<file path="config.mk">
export PLATFORM = sky130hd
export DESIGN_NAME = pipe_stage_elastic
export DESIGN_NICKNAME = d
export VERILOG_FILES = /design/src/rtl/pipe_stage_elastic.sv
export SDC_FILE = /design/constraint.sdc
export NUM_CORES = 1
export LEC_CHECK = 0
export BUFFER_PORTS_ARGS = -buffer_cell sky130_fd_sc_hd__buf_2
export CAP_MARGIN = 15
export CORE_MARGIN = 2
export CORE_UTILIZATION = 51
export CTS_BUF_LIST = sky130_fd_sc_hd__clkbuf_4 sky130_fd_sc_hd__clkbuf_8
export CTS_CLUSTER_SIZE = 16
export DETAILED_ROUTE_END_ITERATION = 10
export PLACE_DENSITY_LB_ADDON = 0.05
export SETUP_SLACK_MARGIN = 0.1
export SLEW_MARGIN = 40
export SYNTH_ARGS = -nofsm -noshare
export SYNTH_HDL_FRONTEND = slang
export SYNTH_SLANG_ARGS = --single-unit
</file>
<file path="constraint.sdc">
create_clock -name clk -period 4.9 [get_ports clk]
set_input_delay 0.98 -clock clk [delete_from_list [all_inputs] [get_ports clk]]
set_output_delay 0.98 -clock clk [all_outputs]
set_load 0.05 [all_outputs]
</file>
<file path="src/rtl/pipe_stage_elastic.sv">
// Elastic pipeline register between two datapath stages.
// A main register drives the outputs and a skid register catches the one word
// accepted in the cycle downstream first stalls, so in_ready is a pure
// register decode. Flush empties the stage and drops that cycle's input.
// A saturating counter records how many cycles the output was backpressured.
module pipe_stage_elastic #(
    parameter int DATA_W = 32,
    parameter int CTRL_W = 9,
    parameter int CNT_W  = 16
) (
    input  logic              clk,
    input  logic              reset,      // asynchronous, active-low
    input  logic              flush,
    input  logic              in_valid,
    output logic              in_ready,
    input  logic [DATA_W-1:0] in_data,
    input  logic [CTRL_W-1:0] in_ctrl,
    output logic              out_valid,
    input  logic              out_ready,
    output logic [DATA_W-1:0] out_data,
    output logic [CTRL_W-1:0] out_ctrl,
    input  logic              stat_clr,
    output logic [CNT_W-1:0]  stall_cnt
);

    typedef enum logic [1:0] {
        ST_EMPTY = 2'd0,
        ST_ONE   = 2'd1,
        ST_FULL  = 2'd2
    } state_t;

    localparam logic [CNT_W-1:0] CNT_MAX = {CNT_W{1'b1}};

    state_t             r_state;
    state_t             w_state_next;
    logic [DATA_W-1:0]  r_main_data;
    logic [CTRL_W-1:0]  r_main_ctrl;
    logic [DATA_W-1:0]  r_skid_data;
    logic [CTRL_W-1:0]  r_skid_ctrl;
    logic [CNT_W-1:0]   r_stall_cnt;

    logic w_main_valid;
    logic w_load_main_in;
    logic w_load_main_skid;
    logic w_load_skid;
    logic w_stall;

    assign w_main_valid = (r_state != ST_EMPTY);

    // Data-path load enables; a flush suppresses every load so the dropped
    // input never lands in either register.
    assign w_load_main_in   = !flush && in_valid &&
                              ((r_state == ST_EMPTY) || ((r_state == ST_ONE) && out_ready));
    assign w_load_skid      = !flush && in_valid && (r_state == ST_ONE) && !out_ready;
    assign w_load_main_skid = !flush && (r_state == ST_FULL) && out_ready;

    // A stall is counted on live-but-refused cycles, including flush cycles.
    assign w_stall = w_main_valid && !out_ready;

    // State register.
    always_ff @(posedge clk or negedge reset) begin
        if (!reset) begin
            r_state <= ST_EMPTY;
        end else begin
            r_state <= w_state_next;
        end
    end

    // Next-state decode; flush overrides every handshake.
    always_comb begin
        w_state_next = r_state;
        case (r_state)
            ST_EMPTY: begin
                if (in_valid) w_state_next = ST_ONE;
            end
            ST_ONE: begin
                if (in_valid && !out_ready)      w_state_next = ST_FULL;
                else if (!in_valid && out_ready) w_state_next = ST_EMPTY;
            end
            ST_FULL: begin
                if (out_ready) w_state_next = ST_ONE;
            end
            default: w_state_next = ST_EMPTY;
        endcase
        if (flush) w_state_next = ST_EMPTY;
    end

    // Output decode from the state register only; control is masked when empty.
    always_comb begin
        in_ready  = (r_state != ST_FULL);
        out_valid = w_main_valid;
        out_data  = r_main_data;
        out_ctrl  = w_main_valid ? r_main_ctrl : '0;
        stall_cnt = r_stall_cnt;
    end

    // Main and skid registers; main refills from skid first to keep FIFO order.
    always_ff @(posedge clk or negedge reset) begin
        if (!reset) begin
            r_main_data <= '0;
            r_main_ctrl <= '0;
            r_skid_data <= '0;
            r_skid_ctrl <= '0;
        end else begin
            if (w_load_main_skid) begin
                r_main_data <= r_skid_data;
                r_main_ctrl <= r_skid_ctrl;
            end else if (w_load_main_in) begin
                r_main_data <= in_data;
                r_main_ctrl <= in_ctrl;
            end
            if (w_load_skid) begin
                r_skid_data <= in_data;
                r_skid_ctrl <= in_ctrl;
            end
        end
    end

    // Saturating stall counter; clear wins over increment.
    always_ff @(posedge clk or negedge reset) begin
        if (!reset) begin
            r_stall_cnt <= '0;
        end else if (stat_clr) begin
            r_stall_cnt <= '0;
        end else if (w_stall && (r_stall_cnt != CNT_MAX)) begin
            r_stall_cnt <= r_stall_cnt + 1'b1;
        end
    end

endmodule

</file>
==> out/qor.csv <==
stage;metric;value;unit
status;status;finished clean;
synthesis;ys_types;37;
synthesis;synth_top_cell_by_area;dfrtp_1;
timing;drv_slew;0;
critical_path;start_kind;flop;
clock_network;clkTransAtPathRegs;100;ps
clock_network;htreeDepth;3;
cells_and_area;nets;501;
detailed_routing;wl_per_cell;15.9;um
synthesis;synth-edff-count;0;
detailed_routing;antenna_left;0;
cells_and_area;n_antenna_cell;0;
timing;hold_viol;0;
cells_and_area;drive_above_1_share;0.485;
global_route;grt_max_degree;70;
clock_network;cts_tree;done;
placement;hpwlAfterDp;5990;um
synthesis;synth_most_common_cell;dfrtp_1;
detailed_routing;drt_first_iter_violations;71;
synthesis;netlist_area;4780;um^2
cells_and_area;synthToLayoutAreaGrowth;17.0;%
critical_path;path_class;flop to primary output;
synthesis;synth.area.top_cells;dfrtp_1 52%, mux2_2 21%, mux2_1 10%;
synthesis;ys_warn_count;0;
detailed_routing;vias;3093;
clock_network;root_buffer;clkbuf_8;
critical_path;cp.arrival;1870;ps
critical_path;required;3920;ps
floorplanning;rows;35;
detailed_routing;routed_wl;9010;um
timing;worst_slew_pin_slew;774;ps
synthesis;yosysSeqAreaShare;0.524;
timing;tns;0;ps
synthesis;synth_cells;349;
clock_network;hold_buffers;0;
global_route;antenna_found_initial;0;
global_route;grt_overflow_total;0;
power_and_ir_drop;power.leakage;2.55;nW
synthesis;synth_area_per_cell;13.7;um^2
timing;setup_viol;0;
cells_and_area;final_area;5590;um^2
timing;finalCritPeriodShare;0.582;
power_and_ir_drop;powerDensity;387;nW/um^2
placement;pre_cts_ws;1720;ps
clock_network;cts_buffers;9;
critical_path;crit_fanout;10;
clock_network;cts.sinks;100;
synthesis;synth_seq_cells;100;
placement;place_area;5350;um^2
synthesis;synth_top_cell_area_share;0.524;
clock_network;post_cts_buffers;0;
clock_network;cts.repair.resized;0;
synthesis;synthArstFlopShare;1.00;
global_route;grt_usage;0.183;
power_and_ir_drop;ir_drop;228;uV
timing;max_freq;351;MHz
timing;skew;8.96;ps
global_route;grt_pass1_wl;14600;um
synthesis;syn_nets;398;
floorplanning;ios;106;
run;cap_violations;0;
detailed_routing;vias_per_cell;5.46;
floorplanning;die_x;101;um
critical_path;endpoint_kind;primary output;
global_route;grt_pass1_vias;3027;
floorplanning;floorplan.initialDensity;0.522;
floorplanning;coreArea;9150;um^2
timing;layout_setup_ws;2050;ps
synthesis;synth_common_cells;100 x dfrtp_1, 88 x mux2_2, 44 x mux2_1, 18 x nor2b_1, 14 x nor2_1;
timing;fin_crit;2850;ps
placement;place_congestion;0.736;
timing;relSlewSlack;0.482;
floorplanning;dieArea;10200;um^2
detailed_routing;drc;0;
synthesis;synthFlopType;dfrtp_1;
floorplanning;die_y;101;um
placement;numPortBuffers;105;
hold_path;hp-class;flop to flop;
clock_network;cts_buffer_depth;2;
detailed_routing;dr.pass1.iters;5;
clock_network;clkLatencyLatePin;340;ps
timing;grt_setup_unrepaired;no;
## layout by cell type, fill, tap and decap left out, types with 2 or more instances in the layout
cell        count
nor4_1          3
nand2b_1        4
nand3b_1        3
mux2_1         44
dfrtp_1       100
buf_2         104
nand2_1         6
mux2_2         88
a21oi_1         9
mux2i_1         2
or4_1           4
ha_1            2
nand4_1         8
nor2_1         13
buf_4           4
bufinv_16       2
clkbuf_8        9
and2_1          3
o31ai_1         4
nor2b_1        18
clkinvlp_4      2
inv_1           2
## worst max-delay path: stages (launching register included)
cell and delay, ps:
dfrtp_1 490, nor2_1 640, nor2b_1 140, buf_2 250
## worst paths after layout
path	startpoint	end	slack, ps	cells past startpoint
setup / recovery	r_state[1]$_DFFE_PN0P_	out_ctrl[8]	2050	3
hold / removal	r_main_ctrl[4]$_DFFE_PN0P_	r_main_ctrl[4]$_DFFE_PN0P_	510	1
setup reg to reg	r_state[1]$_DFFE_PN0P_	out_data[27]$_DFFE_PN0P_	2490	6
hold reg to reg	r_main_ctrl[4]$_DFFE_PN0P_	r_main_ctrl[4]$_DFFE_PN0P_	510	1
max in group asynchronous	reset	r_skid_data[15]$_DFFE_PN0P_	3390	2
min in group asynchronous	reset	r_main_ctrl[4]$_DFFE_PN0P_	610	1
## state kept, by name (all words and copies together), names as in the netlist
name,cells
r_skid_data,32
r_main_ctrl,9
stall_cnt,16
r_state,2
r_skid_ctrl,9
out_data,32
## kinds of logic after synthesis
kind of cell | Yosys count | synth area share
multiplexers | 134 | 0.315
AO/OA/AOI/OAI | 21 | 0.0283
flip-flops | 100 | 0.524
adder cells (fa/ha/maj) | 2 | 0.00524
buffers and inverters | 20 | 0.0325
AND/OR/NAND/NOR | 72 | 0.0951
## power by group
group / switching, W / internal (W)
clock network: 0.000278 / 0.000286
logic: 0.000332 / 0.000203
registers: 0.0000784 / 0.000987
total: 0.000689 / 0.00148
## per-stage QoR
stage	util	hold WS (ps)	power [W]	instances
CTS	0.608	510	0.00219	566
detailed placement	0.585	488	0.00163	551
floorplan	-	473	0.00147	349
finish	0.611	506	0.00217	567
global route	0.611	529	0.00227	567
global placement	0.584	482	0.00161	551
## per-layer routing
metal / GRT usage / share of wire
met1: 0.262 / 0.47
met2: 0.279 / 0.47
met3: 0.0416 / 0.052
met4: 0.0590 / 0.0082
met5: 0 / 0
## cell type report
type                       instances  area [um^2]
clock buffer                       9          124
clock inverter                     6         88.8
fill                             765         3560
inverter                           2         7.51
multi-input combinational        229         2140
sequential                       100         2500
tap                              111          139
timing repair buffer             110          589
(Power assumes the default switching activity.)
